[src/rtl/issue_ctrl.sv]
// In-order issue scheduler: scoreboard-based RAW/WAW blocking, in-flight limit,
// redirect flush sequencing and fence drain.
module issue_ctrl #(
  parameter int MAX_INFLIGHT = 3,
  parameter int CNT_W        = 2,
  parameter int FLUSH_CYCLES = 2
) (
  input  logic             clk,
  input  logic             rst,
  input  logic             i_dec_req,
  output logic             o_dec_ack,
  input  logic [4:0]       i_dec_rs1,
  input  logic             i_dec_rs1_ren,
  input  logic [4:0]       i_dec_rs2,
  input  logic             i_dec_rs2_ren,
  input  logic [4:0]       i_dec_rd,
  input  logic             i_dec_rd_wen,
  output logic             o_ex_req,
  input  logic             i_ex_ack,
  input  logic             i_ex_redirect,
  input  logic             i_wb_valid,
  input  logic [4:0]       i_wb_rd,
  input  logic             i_wb_rd_wen,
  input  logic             i_fence_req,
  output logic             o_fence_done,
  output logic             o_flush,
  output logic [CNT_W-1:0] o_inflight,
  output logic [31:0]      o_stall_cnt,
  output logic             o_err
);

  localparam int FC_W = $clog2(FLUSH_CYCLES + 1);
  localparam logic [CNT_W-1:0] MAX_CNT   = CNT_W'(MAX_INFLIGHT);
  localparam logic [FC_W-1:0]  FLUSH_LD  = FC_W'(FLUSH_CYCLES);
  localparam logic [FC_W-1:0]  FLUSH_ONE = FC_W'(1);

  typedef enum logic [1:0] {RUN, FLUSH, DRAIN} state_t;

  state_t           state, state_nxt;
  logic [31:0]      sb, sb_nxt;
  logic [CNT_W-1:0] inflight;
  logic [FC_W-1:0]  flush_cnt, flush_cnt_nxt;
  logic [31:0]      stall_cnt;
  logic             err;
  logic             hazard, issue, retire_ok;

  // Hazards see only the registered scoreboard, so a same-cycle retire
  // unblocks a dependent instruction one cycle later.
  always_comb begin
    hazard    = (i_dec_rs1_ren & sb[i_dec_rs1]) |
                (i_dec_rs2_ren & sb[i_dec_rs2]) |
                (i_dec_rd_wen  & sb[i_dec_rd]);
    o_ex_req  = (state == RUN) & i_dec_req & ~hazard & (inflight < MAX_CNT) &
                ~i_ex_redirect & ~i_fence_req;
    issue     = o_ex_req & i_ex_ack;
    retire_ok = i_wb_valid & (inflight != '0);
  end

  // Clear first, then set, so an issue beats a retire on the same index.
  always_comb begin
    sb_nxt = sb;
    if (i_wb_valid && i_wb_rd_wen) sb_nxt[i_wb_rd] = 1'b0;
    if (issue && i_dec_rd_wen)     sb_nxt[i_dec_rd] = 1'b1;
    sb_nxt[0] = 1'b0;
  end

  always_comb begin
    state_nxt     = state;
    flush_cnt_nxt = flush_cnt;
    o_fence_done  = 1'b0;
    case (state)
      RUN: begin
        if (i_ex_redirect) begin
          state_nxt     = FLUSH;
          flush_cnt_nxt = FLUSH_LD;
        end else if (i_fence_req) begin
          state_nxt = DRAIN;
        end
      end
      FLUSH: begin
        if (i_ex_redirect) begin
          flush_cnt_nxt = FLUSH_LD;
        end else if (flush_cnt <= FLUSH_ONE) begin
          flush_cnt_nxt = '0;
          state_nxt     = RUN;
        end else begin
          flush_cnt_nxt = flush_cnt - FLUSH_ONE;
        end
      end
      DRAIN: begin
        if (i_ex_redirect) begin
          state_nxt     = FLUSH;
          flush_cnt_nxt = FLUSH_LD;
        end else if (inflight == '0 && !i_wb_valid) begin
          o_fence_done = 1'b1;
          state_nxt    = RUN;
        end
      end
      default: state_nxt = RUN;
    endcase
  end

  always_ff @(posedge clk) begin
    if (rst) begin
      state     <= RUN;
      flush_cnt <= '0;
      sb        <= '0;
      inflight  <= '0;
      stall_cnt <= '0;
      err       <= 1'b0;
    end else begin
      state     <= state_nxt;
      flush_cnt <= flush_cnt_nxt;
      sb        <= sb_nxt;
      case ({issue, retire_ok})
        2'b10:   inflight <= inflight + 1'b1;
        2'b01:   inflight <= inflight - 1'b1;
        default: inflight <= inflight;
      endcase
      if (i_dec_req && !issue && stall_cnt != '1) stall_cnt <= stall_cnt + 32'd1;
      if (i_wb_valid && inflight == '0) err <= 1'b1;
    end
  end

  assign o_dec_ack   = issue;
  assign o_flush     = (state == FLUSH);
  assign o_inflight  = inflight;
  assign o_stall_cnt = stall_cnt;
  assign o_err       = err;

endmodule
[config.mk]
export PLATFORM = sky130hd
export DESIGN_NAME = issue_ctrl
export DESIGN_NICKNAME = d
export VERILOG_FILES = /design/src/rtl/issue_ctrl.sv
export SDC_FILE = /design/constraint.sdc
export NUM_CORES = 1
export LEC_CHECK = 0
export CAP_MARGIN = 5
export CELL_PAD_IN_SITES_DETAIL_PLACEMENT = 0
export CELL_PAD_IN_SITES_GLOBAL_PLACEMENT = 2
export CORE_MARGIN = 2
export CORE_UTILIZATION = 33
export DETAILED_ROUTE_END_ITERATION = 16
export HOLD_SLACK_MARGIN = 0.15
export PLACE_DENSITY_LB_ADDON = 0.1
export SLEW_MARGIN = 20
export SYNTH_ARGS = -nofsm -noshare
export SYNTH_HDL_FRONTEND = slang
export SYNTH_SLANG_ARGS = --single-unit
[constraint.sdc]
create_clock -name clk -period 6.85 [get_ports clk]
set_input_delay 2.055 -clock clk [delete_from_list [all_inputs] [get_ports clk]]
set_output_delay 2.055 -clock clk [all_outputs]
set_load 0.01 [all_outputs]
==> flow_summary.ini <==
[run_status]
outcome = finished clean

[critical_path]
slowest_stage = mux4_1
critPathBufInv = 5
cp_top_family = buffers and inverters
r2r-end = o_inflight[1]
crit_path_end_kind = primary output
crit_arrival_ps = 4650
cpPeakStageDelay_ps = 550
cpMostUsedCell = buf_4
rrSetupSlack_ps = 3260
cp_cell_sequence = clkdlybuf4s50_1, buf_4, mux4_1, mux2i_1, nor2b_1, o41ai_2, inv_1, nor4_2, buf_4, dlygate4sd2_1
setup.worst_path.start_class = primary input
crit_required_ps = 4800
worstReg2RegStart = sb[6]
cp_max_fo = 6
rr_worst_depth = 10
critical_path_class = primary input to primary output

[routing]
postRouteAntennaNets = 0
via_count = 4270
routed_wl_um = 14700
drtPass1Iterations = 4
via_per_inst = 5.57
drc = 0
dr.first_iter.drc_count = 258
wl_per_cell_um = 19.2

[timing]
setup_viol = 0
finalHoldViolCount = 0
post-route-min-period_ps = 6700
drv_slew = 0
slew_headroom = 0.447
timing.fmax_mhz = 149
setup_ws_ps = 147
period_share = 0.979
fin_skew_ps = 4.65
whs_ps = 466
worstMarginPinSlew_ps = 825
rsz0062_at_grt = false

[global_route]
grt_max_degree = 60
gr-total-overflow = 0
grt_pass1_vias = 4301
track_usage = 0.214
antenna_found_initial = 0
grt_first_pass_wirelength_um = 23800

[placement]
place_congestion = 0.987
place_ws_ps = -160
placedCellCount = 751
numPortBuffers = 69
place_hpwl_um = 10800

[power_and_ir_drop]
p_total_w = 0.000977
vdd_drop_max_uv = 72.8
power.density_nw_per_um2 = 175
p_leak_nw = 1.88

[logic_synthesis]
synth_area_sq_um = 4430
synth_edf_count = 0
async_flop_share = 0
synth_cell_types = 56
syn_area_per_cell_sq_um = 8.56
yosys_warnings = 0
syn-num-nets = 551
ys.flop_type = dfxtp_1
synth-seq-area-share = 0.316
syn_inst = 518
synth_seq_cells = 70

[layout]
register_area_sq_um = 1400
area_growth_pct = 26.2
diodes = 0
layout.cells.non_filler = 766
layout_common_cells = dfxtp_1, clkdlybuf4s50_1, o21ai_1, nand2_1, nor2b_1
multiInputGateArea_sq_um = 2820
drive_gt1_frac = 0.107
fin_util = 0.424
final_common_cell = dfxtp_1
nets = 619
nFillCells = 1342

[clock_tree]
cts_root_buf = clkbuf_16
cts.sinks = 70
cts_tree = yes
cts_buffer_depth = 2
cts_htree_levels = 3
clk_latency_ps = 340
cts_buffers = 9
clk_pin_slew_ps = 50
postCtsSetupRepairBufs = 0

[die]
rows = 42
io-pin-count = 70
start_util = 0.336
die_area_sq_um = 14400
core_sq_um = 13200
die_w_um = 120
die_y_um = 120

[min_path]
hold_end = o_err
min_delay_path_depth = 2
holdCritStartpoint = o_err
hold_class = register to register

[run]
max_cap_violations = 0
where the power goes:
| part | total [W] | switching [W] | internal, W |
|---|---|---|---|
| Clock | 0.000457 | 0.000174 | 0.000283 |
| Sequential | 0.000415 | 0.00000390 | 0.000411 |
| Combinational | 0.000105 | 0.0000580 | 0.0000469 |
| Total | 0.000977 | 0.000236 | 0.000741 |
flip-flops by register name, summed over array words and instances, names as in the netlist:
signal       cells
sb              31
flush_cnt        2
o_inflight       2
o_stall_cnt     32
o_err            1
state            2
per-stage QoR:
stage | TNS [ps] | area [sq um]
2_1_floorplan | 0 | 4430
3_3_place_gp | -223 | 5310
3_5_place_dp | -302 | 5310
4_1_cts | 0 | 5600
5_1_grt | 0 | 5600
6_report | 0 | 5600
tightest hold or removal path: stages (launching register included):
cell and delay (ps):
dfxtp_1 320, a21oi_1 40, nor2_1 70
worst max-delay path by stage:
stage                             from        end  slack (ps)  cells after the start
final                      i_dec_rd[0]   o_ex_req         150                     10
after global routing       i_dec_rd[0]   o_ex_req           9                     10
after CTS                  i_dec_rd[0]   o_ex_req         130                     10
after detailed placement   i_dec_rd[1]  o_dec_ack        -160                      8
after global placement     i_dec_rd[1]  o_dec_ack        -110                      8
after floorplan           i_dec_rs2[1]  o_dec_ack         780                      8
synthesized netlist by cell type (2+ instances only):
library cell / count / area (sq um)
a211oi_1: 3 / 22.5
a21oi_1: 30 / 150
a221oi_1: 2 / 17.5
a22oi_1: 4 / 30.0
and2_1: 3 / 18.8
and3_1: 6 / 37.5
and4_1: 6 / 52.6
buf_2: 3 / 15.0
buf_6: 8 / 90.1
clkbuf_1: 17 / 63.8
dfxtp_1: 70 / 1400
ha_1: 2 / 25.0
inv_1: 9 / 33.8
mux2_1: 2 / 22.5
mux2_2: 3 / 33.8
mux2_4: 6 / 90.1
mux2i_1: 22 / 220
mux4_2: 12 / 270
nand2_1: 40 / 150
nand2b_1: 3 / 18.8
nand3_1: 29 / 145
nand3_4: 2 / 35.0
nand3b_1: 20 / 150
nand4_1: 10 / 62.6
nor2_1: 27 / 101
nor2b_1: 33 / 206
nor3_1: 8 / 40.0
nor3b_1: 7 / 52.6
nor4_1: 9 / 56.3
o21ai_0: 20 / 100
o21ai_1: 42 / 210
o31ai_1: 12 / 90.1
or3_1: 13 / 81.3
or4_1: 13 / 97.6
kinds of logic (layout without fill, tap and decap cells):
| family | Yosys count | count (layout) | share of synthesized area |
|---|---|---|---|
| fa+ha+maj | 2 | 2 | 0.00564 |
| buf+inv | 41 | 113 | 0.0502 |
| flops | 70 | 70 | 0.316 |
| mux | 46 | 46 | 0.150 |
| simple gates | 233 | 233 | 0.312 |
| compound gates | 124 | 124 | 0.162 |
| xor+xnor | 2 | 2 | 0.00395 |
final cells by class:
| type | instances | area share |
|---|---|---|
| clock buffer | 15 | 0.0514 |
| inverter | 11 | 0.00760 |
| multi-input combinational | 407 | 0.503 |
| sequential | 70 | 0.250 |
| tap | 176 | 0.0393 |
| timing repair buffer | 87 | 0.148 |
per-layer routing:
layer / track usage / up-vias / part of all wire
met4: 0.109 / 0 / 0.034
li1: - / 2083 / -
met5: 0 / - / 0
met1: 0.266 / 2021 / 0.43
met3: 0.0361 / 37 / 0.046
met2: 0.357 / 129 / 0.49
timing repair:
action,CTS,global route
hold buffers,0,0
gates resized for setup,4,0
setup endpoints to repair,2,1
pin swaps,1,1
No activity file was read; power rests on OpenSTA's default activity.
